==> src/rtl/seven_segment_mux_if.sv <==
`default_nettype none
// ============================================================================
// Module  : seven_segment_mux_if
// Brief   : Data/display bundle between a host and the seven_segment_mux scanner.
// Revision: 1.0
// ============================================================================
interface seven_segment_mux_if #(
    parameter int DIGITS   = 4,
    parameter int BRIGHT_W = 3
);
    logic [4*DIGITS-1:0]  value;
    logic [DIGITS-1:0]    dp;
    logic                 load;
    logic                 blank_lz;
    logic [BRIGHT_W-1:0]  brightness;
    logic [7:0]           seg;
    logic [DIGITS-1:0]    dig;
    logic                 frame;

    modport master (
        output value, dp, load, blank_lz, brightness,
        input  seg, dig, frame
    );

    modport slave (
        input  value, dp, load, blank_lz, brightness,
        output seg, dig, frame
    );
endinterface
`default_nettype wire

==> src/rtl/seven_segment_mux.sv <==
`default_nettype none
// ============================================================================
// Module  : seven_segment_mux
// Brief   : Time-multiplexed multi-digit seven-segment driver with tear-free
//           frame update, dead cycle, PWM brightness and zero blanking.
// Revision: 1.0
// ============================================================================
module seven_segment_mux #(
    parameter int DIGITS         = 4,
    parameter int CLK_DIV        = 1200,
    parameter int BRIGHT_W       = 3,
    parameter int SEG_ACTIVE_LOW = 0,
    parameter int DIG_ACTIVE_LOW = 1
) (
    input  logic                clk,
    input  logic                rst,
    seven_segment_mux_if.slave  bus
);

    localparam int c_PRE_W = (CLK_DIV > 1) ? $clog2(CLK_DIV) : 1;
    localparam int c_IDX_W = $clog2(DIGITS);
    localparam int c_ON_W  = c_PRE_W + 1;
    localparam int c_STEP  = CLK_DIV >> BRIGHT_W;

    localparam logic [c_PRE_W-1:0] c_PRE_LAST = c_PRE_W'(CLK_DIV - 1);
    localparam logic [c_IDX_W-1:0] c_IDX_LAST = c_IDX_W'(DIGITS - 1);
    localparam logic               c_SEG_INV  = (SEG_ACTIVE_LOW != 0);
    localparam logic               c_DIG_INV  = (DIG_ACTIVE_LOW != 0);
    localparam logic [7:0]         c_SEG_OFF  = {8{c_SEG_INV}};
    localparam logic [DIGITS-1:0]  c_DIG_OFF  = {DIGITS{c_DIG_INV}};

    logic [c_PRE_W-1:0]    r_pre;
    logic [c_IDX_W-1:0]    r_idx;
    logic [4*DIGITS-1:0]   r_shadow_val;
    logic [DIGITS-1:0]     r_shadow_dp;
    logic [4*DIGITS-1:0]   r_disp_val;
    logic [DIGITS-1:0]     r_disp_dp;
    logic [7:0]            r_seg;
    logic [DIGITS-1:0]     r_dig;
    logic                  r_frame;

    logic                  w_pre_last;
    logic                  w_wrap;
    logic [3:0]            w_cur_nib;
    logic                  w_cur_dp;
    logic                  w_cur_zero;
    logic [DIGITS:0]       w_zero_from;
    logic                  w_blank;
    logic [7:0]            w_seg;
    logic [c_ON_W-1:0]     w_on_time;
    logic                  w_en;
    logic [DIGITS-1:0]     w_dig_hot;

    function automatic logic [6:0] f_decode(input logic [3:0] nib);
        logic [6:0] abcdefg;
        case (nib)
            4'h0:    abcdefg = 7'b1111110;
            4'h1:    abcdefg = 7'b0110000;
            4'h2:    abcdefg = 7'b1101101;
            4'h3:    abcdefg = 7'b1111001;
            4'h4:    abcdefg = 7'b0110011;
            4'h5:    abcdefg = 7'b1011011;
            4'h6:    abcdefg = 7'b1011111;
            4'h7:    abcdefg = 7'b1110000;
            4'h8:    abcdefg = 7'b1111111;
            4'h9:    abcdefg = 7'b1111011;
            4'hA:    abcdefg = 7'b1110111;
            4'hB:    abcdefg = 7'b0011111;
            4'hC:    abcdefg = 7'b1001110;
            4'hD:    abcdefg = 7'b0111101;
            4'hE:    abcdefg = 7'b1001111;
            default: abcdefg = 7'b1000111;
        endcase
        return abcdefg;
    endfunction

    assign w_pre_last = (r_pre == c_PRE_LAST);
    assign w_wrap     = w_pre_last && (r_idx == c_IDX_LAST);

    always_ff @(posedge clk) begin
        if (rst) begin
            r_pre <= '0;
            r_idx <= '0;
        end else if (w_pre_last) begin
            r_pre <= '0;
            r_idx <= (r_idx == c_IDX_LAST) ? '0 : r_idx + c_IDX_W'(1);
        end else begin
            r_pre <= r_pre + c_PRE_W'(1);
        end
    end

    // Display only changes at the wrap, and takes the shadow as it stood before this edge.
    always_ff @(posedge clk) begin
        if (rst) begin
            r_shadow_val <= '0;
            r_shadow_dp  <= '0;
            r_disp_val   <= '0;
            r_disp_dp    <= '0;
        end else begin
            if (bus.load) begin
                r_shadow_val <= bus.value;
                r_shadow_dp  <= bus.dp;
            end
            if (w_wrap) begin
                r_disp_val <= r_shadow_val;
                r_disp_dp  <= r_shadow_dp;
            end
        end
    end

    // w_zero_from[i] is set when nibble i and every more significant nibble is zero.
    always_comb begin
        w_cur_nib           = 4'h0;
        w_cur_dp            = 1'b0;
        w_cur_zero          = 1'b0;
        w_zero_from         = '0;
        w_zero_from[DIGITS] = 1'b1;
        for (int i = DIGITS - 1; i >= 0; i--) begin
            w_zero_from[i] = (r_disp_val[4*i +: 4] == 4'h0) && w_zero_from[i+1];
        end
        for (int i = 0; i < DIGITS; i++) begin
            if (r_idx == c_IDX_W'(i)) begin
                w_cur_nib  = r_disp_val[4*i +: 4];
                w_cur_dp   = r_disp_dp[i];
                w_cur_zero = w_zero_from[i];
            end
        end
    end

    assign w_blank = bus.blank_lz && (r_idx != '0) && w_cur_zero;
    assign w_seg   = {(w_blank ? 7'b0000000 : f_decode(w_cur_nib)), w_cur_dp};

    // pre == 0 is always dark so the previous digit's drivers settle before the next lights.
    assign w_on_time = (c_ON_W'(bus.brightness) + c_ON_W'(1)) * c_ON_W'(c_STEP);
    assign w_en      = (r_pre != '0) && ({1'b0, r_pre} < w_on_time);

    generate
        for (genvar i = 0; i < DIGITS; i++) begin : g_dig
            assign w_dig_hot[i] = w_en && (r_idx == c_IDX_W'(i));
        end
    endgenerate

    always_ff @(posedge clk) begin
        if (rst) begin
            r_seg   <= c_SEG_OFF;
            r_dig   <= c_DIG_OFF;
            r_frame <= 1'b0;
        end else begin
            r_seg   <= w_seg ^ {8{c_SEG_INV}};
            r_dig   <= w_dig_hot ^ {DIGITS{c_DIG_INV}};
            r_frame <= w_wrap;
        end
    end

    assign bus.seg   = r_seg;
    assign bus.dig   = r_dig;
    assign bus.frame = r_frame;

endmodule
`default_nettype wire

==> src/flat_wrapper.sv <==
// flat-port wrapper written by rule: the top's interface ports become plain ports
module seven_segment_mux_flat 
#(
    parameter int DIGITS         = 4,
    parameter int CLK_DIV        = 1200,
    parameter int BRIGHT_W       = 3,
    parameter int SEG_ACTIVE_LOW = 0,
    parameter int DIG_ACTIVE_LOW = 1
)
  (clk, rst, bus_value, bus_dp, bus_load, bus_blank_lz, bus_brightness, bus_seg, bus_dig, bus_frame);
  seven_segment_mux_if #(.DIGITS(DIGITS), .BRIGHT_W(BRIGHT_W)) bus_i ();
  input  logic clk;
  input  logic rst;
  input wire logic [$bits(bus_i.value)-1:0] bus_value;
  input wire logic [$bits(bus_i.dp)-1:0] bus_dp;
  input wire logic [$bits(bus_i.load)-1:0] bus_load;
  input wire logic [$bits(bus_i.blank_lz)-1:0] bus_blank_lz;
  input wire logic [$bits(bus_i.brightness)-1:0] bus_brightness;
  output wire logic [$bits(bus_i.seg)-1:0] bus_seg;
  output wire logic [$bits(bus_i.dig)-1:0] bus_dig;
  output wire logic [$bits(bus_i.frame)-1:0] bus_frame;
  assign bus_i.value = bus_value;
  assign bus_i.dp = bus_dp;
  assign bus_i.load = bus_load;
  assign bus_i.blank_lz = bus_blank_lz;
  assign bus_i.brightness = bus_brightness;
  assign bus_seg = bus_i.seg;
  assign bus_dig = bus_i.dig;
  assign bus_frame = bus_i.frame;
  seven_segment_mux #(.DIGITS(DIGITS), .CLK_DIV(CLK_DIV), .BRIGHT_W(BRIGHT_W), .SEG_ACTIVE_LOW(SEG_ACTIVE_LOW), .DIG_ACTIVE_LOW(DIG_ACTIVE_LOW)) u_core (.clk(clk), .rst(rst), .bus(bus_i));
endmodule
==> config.mk <==
export PLATFORM = sky130hd
export DESIGN_NAME = seven_segment_mux_flat
export DESIGN_NICKNAME = d
export VERILOG_FILES = /design/src/rtl/seven_segment_mux_if.sv /design/src/rtl/seven_segment_mux.sv /design/src/flat_wrapper.sv
export SDC_FILE = /design/constraint.sdc
export NUM_CORES = 1
export LEC_CHECK = 0
export CAP_MARGIN = 5
export CORE_MARGIN = 3
export CORE_UTILIZATION = 51
export CTS_CLUSTER_SIZE = 8
export DETAILED_ROUTE_END_ITERATION = 16
export MAX_ROUTING_LAYER = met4
export PLACE_DENSITY_LB_ADDON = 0.08
export SLEW_MARGIN = 15
export SYNTH_ARGS = -nofsm -noshare
export SYNTH_HDL_FRONTEND = slang
export SYNTH_SLANG_ARGS = --single-unit
==> constraint.sdc <==
create_clock -name clk -period 3.61 [get_ports clk]
set_input_delay 0.722 -clock clk [delete_from_list [all_inputs] [get_ports clk]]
set_output_delay 0.722 -clock clk [all_outputs]
set_load 0.01 [all_outputs]
==> run summary <==
Final hold violation count -> 0
Failing checks -> setup timing
Drt pass-1 iters -> 4
Post-synthesis area per instance -> 8.98 um2
Die area -> 7880 um2
Number of global-route vias before repair -> 2701
RSZ-0062 raised after global routing -> yes
Die Span Y -> 88.8 um
Clock Tree Buf Depth -> 2
Largest net degree at the start of global routing -> 29
Synth Warn # -> 0
Status -> finished, violations left
Vias per inst -> 5.34
Clock sink count -> 66
Fmax -> 270 MHz
Inserted Diodes -> 0
Area grow syn2layout -> 25.3%
Startpoint Class -> input pin
WL final -> 7300 um
Fill cells -> 541
Count leader, synth -> dfxtp_1
Design area -> 4380 um2
Peak VDD IR -> 0.000272 V
1st-iter DRT viols -> 106
Post-synth EDFFs -> 0
Pwr dens -> 373 nW/um2
Tcrit/Tclk final -> 103%
Int Power -> 1.20 mW
Root Buffer -> clkbuf_8
Clock-pin transition on the worst setup and hold timing paths -> 0.07 ns
Sw power -> 430 uW
FFs w/ async S/R, synth -> 0%
CTS buffer count -> 9
I/O Pins -> 40
Total Power -> 1.63 mW
Post-CTS Hold Fix Bufs -> 0
Grt ovf -> 0
Top cell type's share of synthesized area -> 37.8%
Sequential share of the synthesized area -> 37.8%
Worst-Margin Slew -> 0.449 ns
Post-synth top cells -> dfxtp_1, nor2_1, nand2_1, ha_1, a21oi_1
Die Wd -> 88.8 um
Setup violators final -> 4
Post-synthesis cell area -> 3490 um2
Worst-Skew Late Latency -> 0.34 ns
Max_cap viols -> 0
Crit Path Category -> in -> reg
Buffers on Ports -> 39
First-pass GRT wire length -> 12200 um
Final worst setup slack -> -0.0985 ns
Yosys cell types -> 56
Initial Utilization -> 53.8%
Crit path DAT -> 3.99 ns
DR DRC count -> 0
Share of cells above drive strength 1 -> 16.5%
GRT Util Overall -> 20.3%
Routability Congestion -> 0.836
Antenna-violating nets left -> 0
CP Data Required Time -> 3.89 ns
Lkg Pwr -> 1.76 nW
Main synth FF type -> dfxtp_1
Sequential Power Share -> 46.6%
Crit-path max FO -> 4
DP Cell Count -> 507
H-tree levels -> 3
Yosys reg bits -> 66
Comb power frac -> 15.7%
CTS tree -> built
Cell Area, Placed -> 4090 um2
Wire per inst -> 13.9 um
Dominant cells by area after synthesis -> dfxtp_1, ha_1, mux2i_1
Core footprint -> 6490 um2
Final net count -> 505
Hold Path Class -> reg -> reg
Post-route insts no fill -> 526
Worst clock skew -> 0.0101 ns
Slew Limit Fails -> 0
Worst slew margin -> 70.0%
Sw Share -> 26.3%
CP Capture Type -> flop
Setup TNS -> -0.364 ns
Final min period -> 3.71 ns
Post-synth top area cell -> dfxtp_1
WHS -> 0.461 ns
Mapped Cells -> 389
Mapped Nets -> 450
DP HPWL -> 5320 um
Antenna violations before repair -> 0
Vias -> 2808
Cell row count -> 29
Clock share of power -> 37.7%
power groups by stage:
stage | logic [mW] | clock network [mW] | registers (mW)
2_1_floorplan | 0.132 | 0 | 0.777
3_3_place_gp | 0.220 | 0 | 0.778
3_5_place_dp | 0.226 | 0 | 0.778
4_1_cts | 0.243 | 0.629 | 0.761
5_1_grt | 0.286 | 0.661 | 0.763
6_report | 0.257 | 0.615 | 0.761
registers in the layout (all words and copies together), names as in the netlist:
name and count:
u_core.bus.dig 4, u_core.bus.frame 1, u_core.bus.seg 8, u_core.r_disp_dp 4, u_core.r_disp_val 16, u_core.r_idx 2
u_core.r_pre 11, u_core.r_shadow_dp 4, u_core.r_shadow_val 16
final cells by class:
class | count | area (um2) | share of cell area, %
well taps | 77 | 96.3 | 2.20
flip-flops and latches | 66 | 1320 | 30.2
repair buffers | 64 | 587 | 13.4
clock inverters | 7 | 68.8 | 1.57
clock buffers | 9 | 124 | 2.83
inverters | 18 | 70.1 | 1.60
multi-input cells | 285 | 2110 | 48.2
cell families (layout without fill, tap and decap cells):
group	Yosys count	after routing	synth area share [%]
simple gates	151	151	20.5
flops	66	66	37.8
compound gates	59	59	12.9
buf+inv	38	98	5.30
fa+ha+maj	34	34	12.4
mux	22	22	6.30
xor+xnor	19	19	4.76
metal layers:
metal | up-vias | share of wire (%) | track usage [%]
met5 | - | 0 | -
met4 | 0 | 0.88 | 5.91
met3 | 10 | 3.2 | 4.84
met2 | 39 | 49 | 32.7
met1 | 1307 | 47 | 25.1
li1 | 1452 | - | -
stage by stage:
| stage | worst slack [ns] | utilization, % |
|---|---|---|
| finish | -0.0985 | 67.4 |
| global route | -0.254 | 67.4 |
| global placement | -0.735 | 62.9 |
| CTS | -0.0994 | 66.9 |
| floorplan | -0.0344 | - |
| detailed placement | -0.911 | 62.9 |
worst max-delay path, stage by stage:
cell and delay (ns):
buf_6 0.10, ha_4 0.18, xor2_2 0.14, ha_1 0.29, inv_1 0.05, fa_1 0.49
inv_2 0.05, ha_4 0.15, a21o_1 0.21, buf_6 0.12, a21oi_2 0.11, xor2_1 0.08
ha_1 0.32, nand2_2 0.09, a2111oi_4 0.32, o221ai_1 0.20, a22oi_2 0.22, nand2b_1 0.13
layout by cell type (no fill, tap or decap), drive strengths merged, types with 4 or more instances in the layout:
master / synthesis / layout
dfxtp: 66 / 66
nor2: 50 / 50
nand2: 42 / 42
clkdlybuf4s50: 0 / 36
ha: 33 / 33
buf: 12 / 28
a21oi: 26 / 26
nand3: 25 / 25
mux2i: 22 / 22
inv: 18 / 19
xor2: 13 / 13
clkbuf: 8 / 9
o21ai: 7 / 7
xnor2: 6 / 6
nor4: 5 / 5
a311oi: 5 / 5
nand3b: 4 / 4
nor2b: 4 / 4
what timing repair did:
item                                    CTS  global route
pin swaps                                12             3
resized for setup                        24             7
buffers inserted                          3             0
endpoints found under the setup margin    4             4
final timing paths:
path	startpoint	endpoint	slack [ns]	cells after the start
setup / recovery	bus_brightness[1]	u_core.bus.dig[1]	-0.1	18
hold / removal	u_core.r_disp_dp[3]	u_core.r_disp_dp[3]	0.46	2
setup reg to reg	u_core.r_idx[0]	u_core.bus.seg[4]	1.24	9
hold reg to reg	u_core.r_disp_dp[3]	u_core.r_disp_dp[3]	0.46	2
Power figures use the tool's default switching activity.
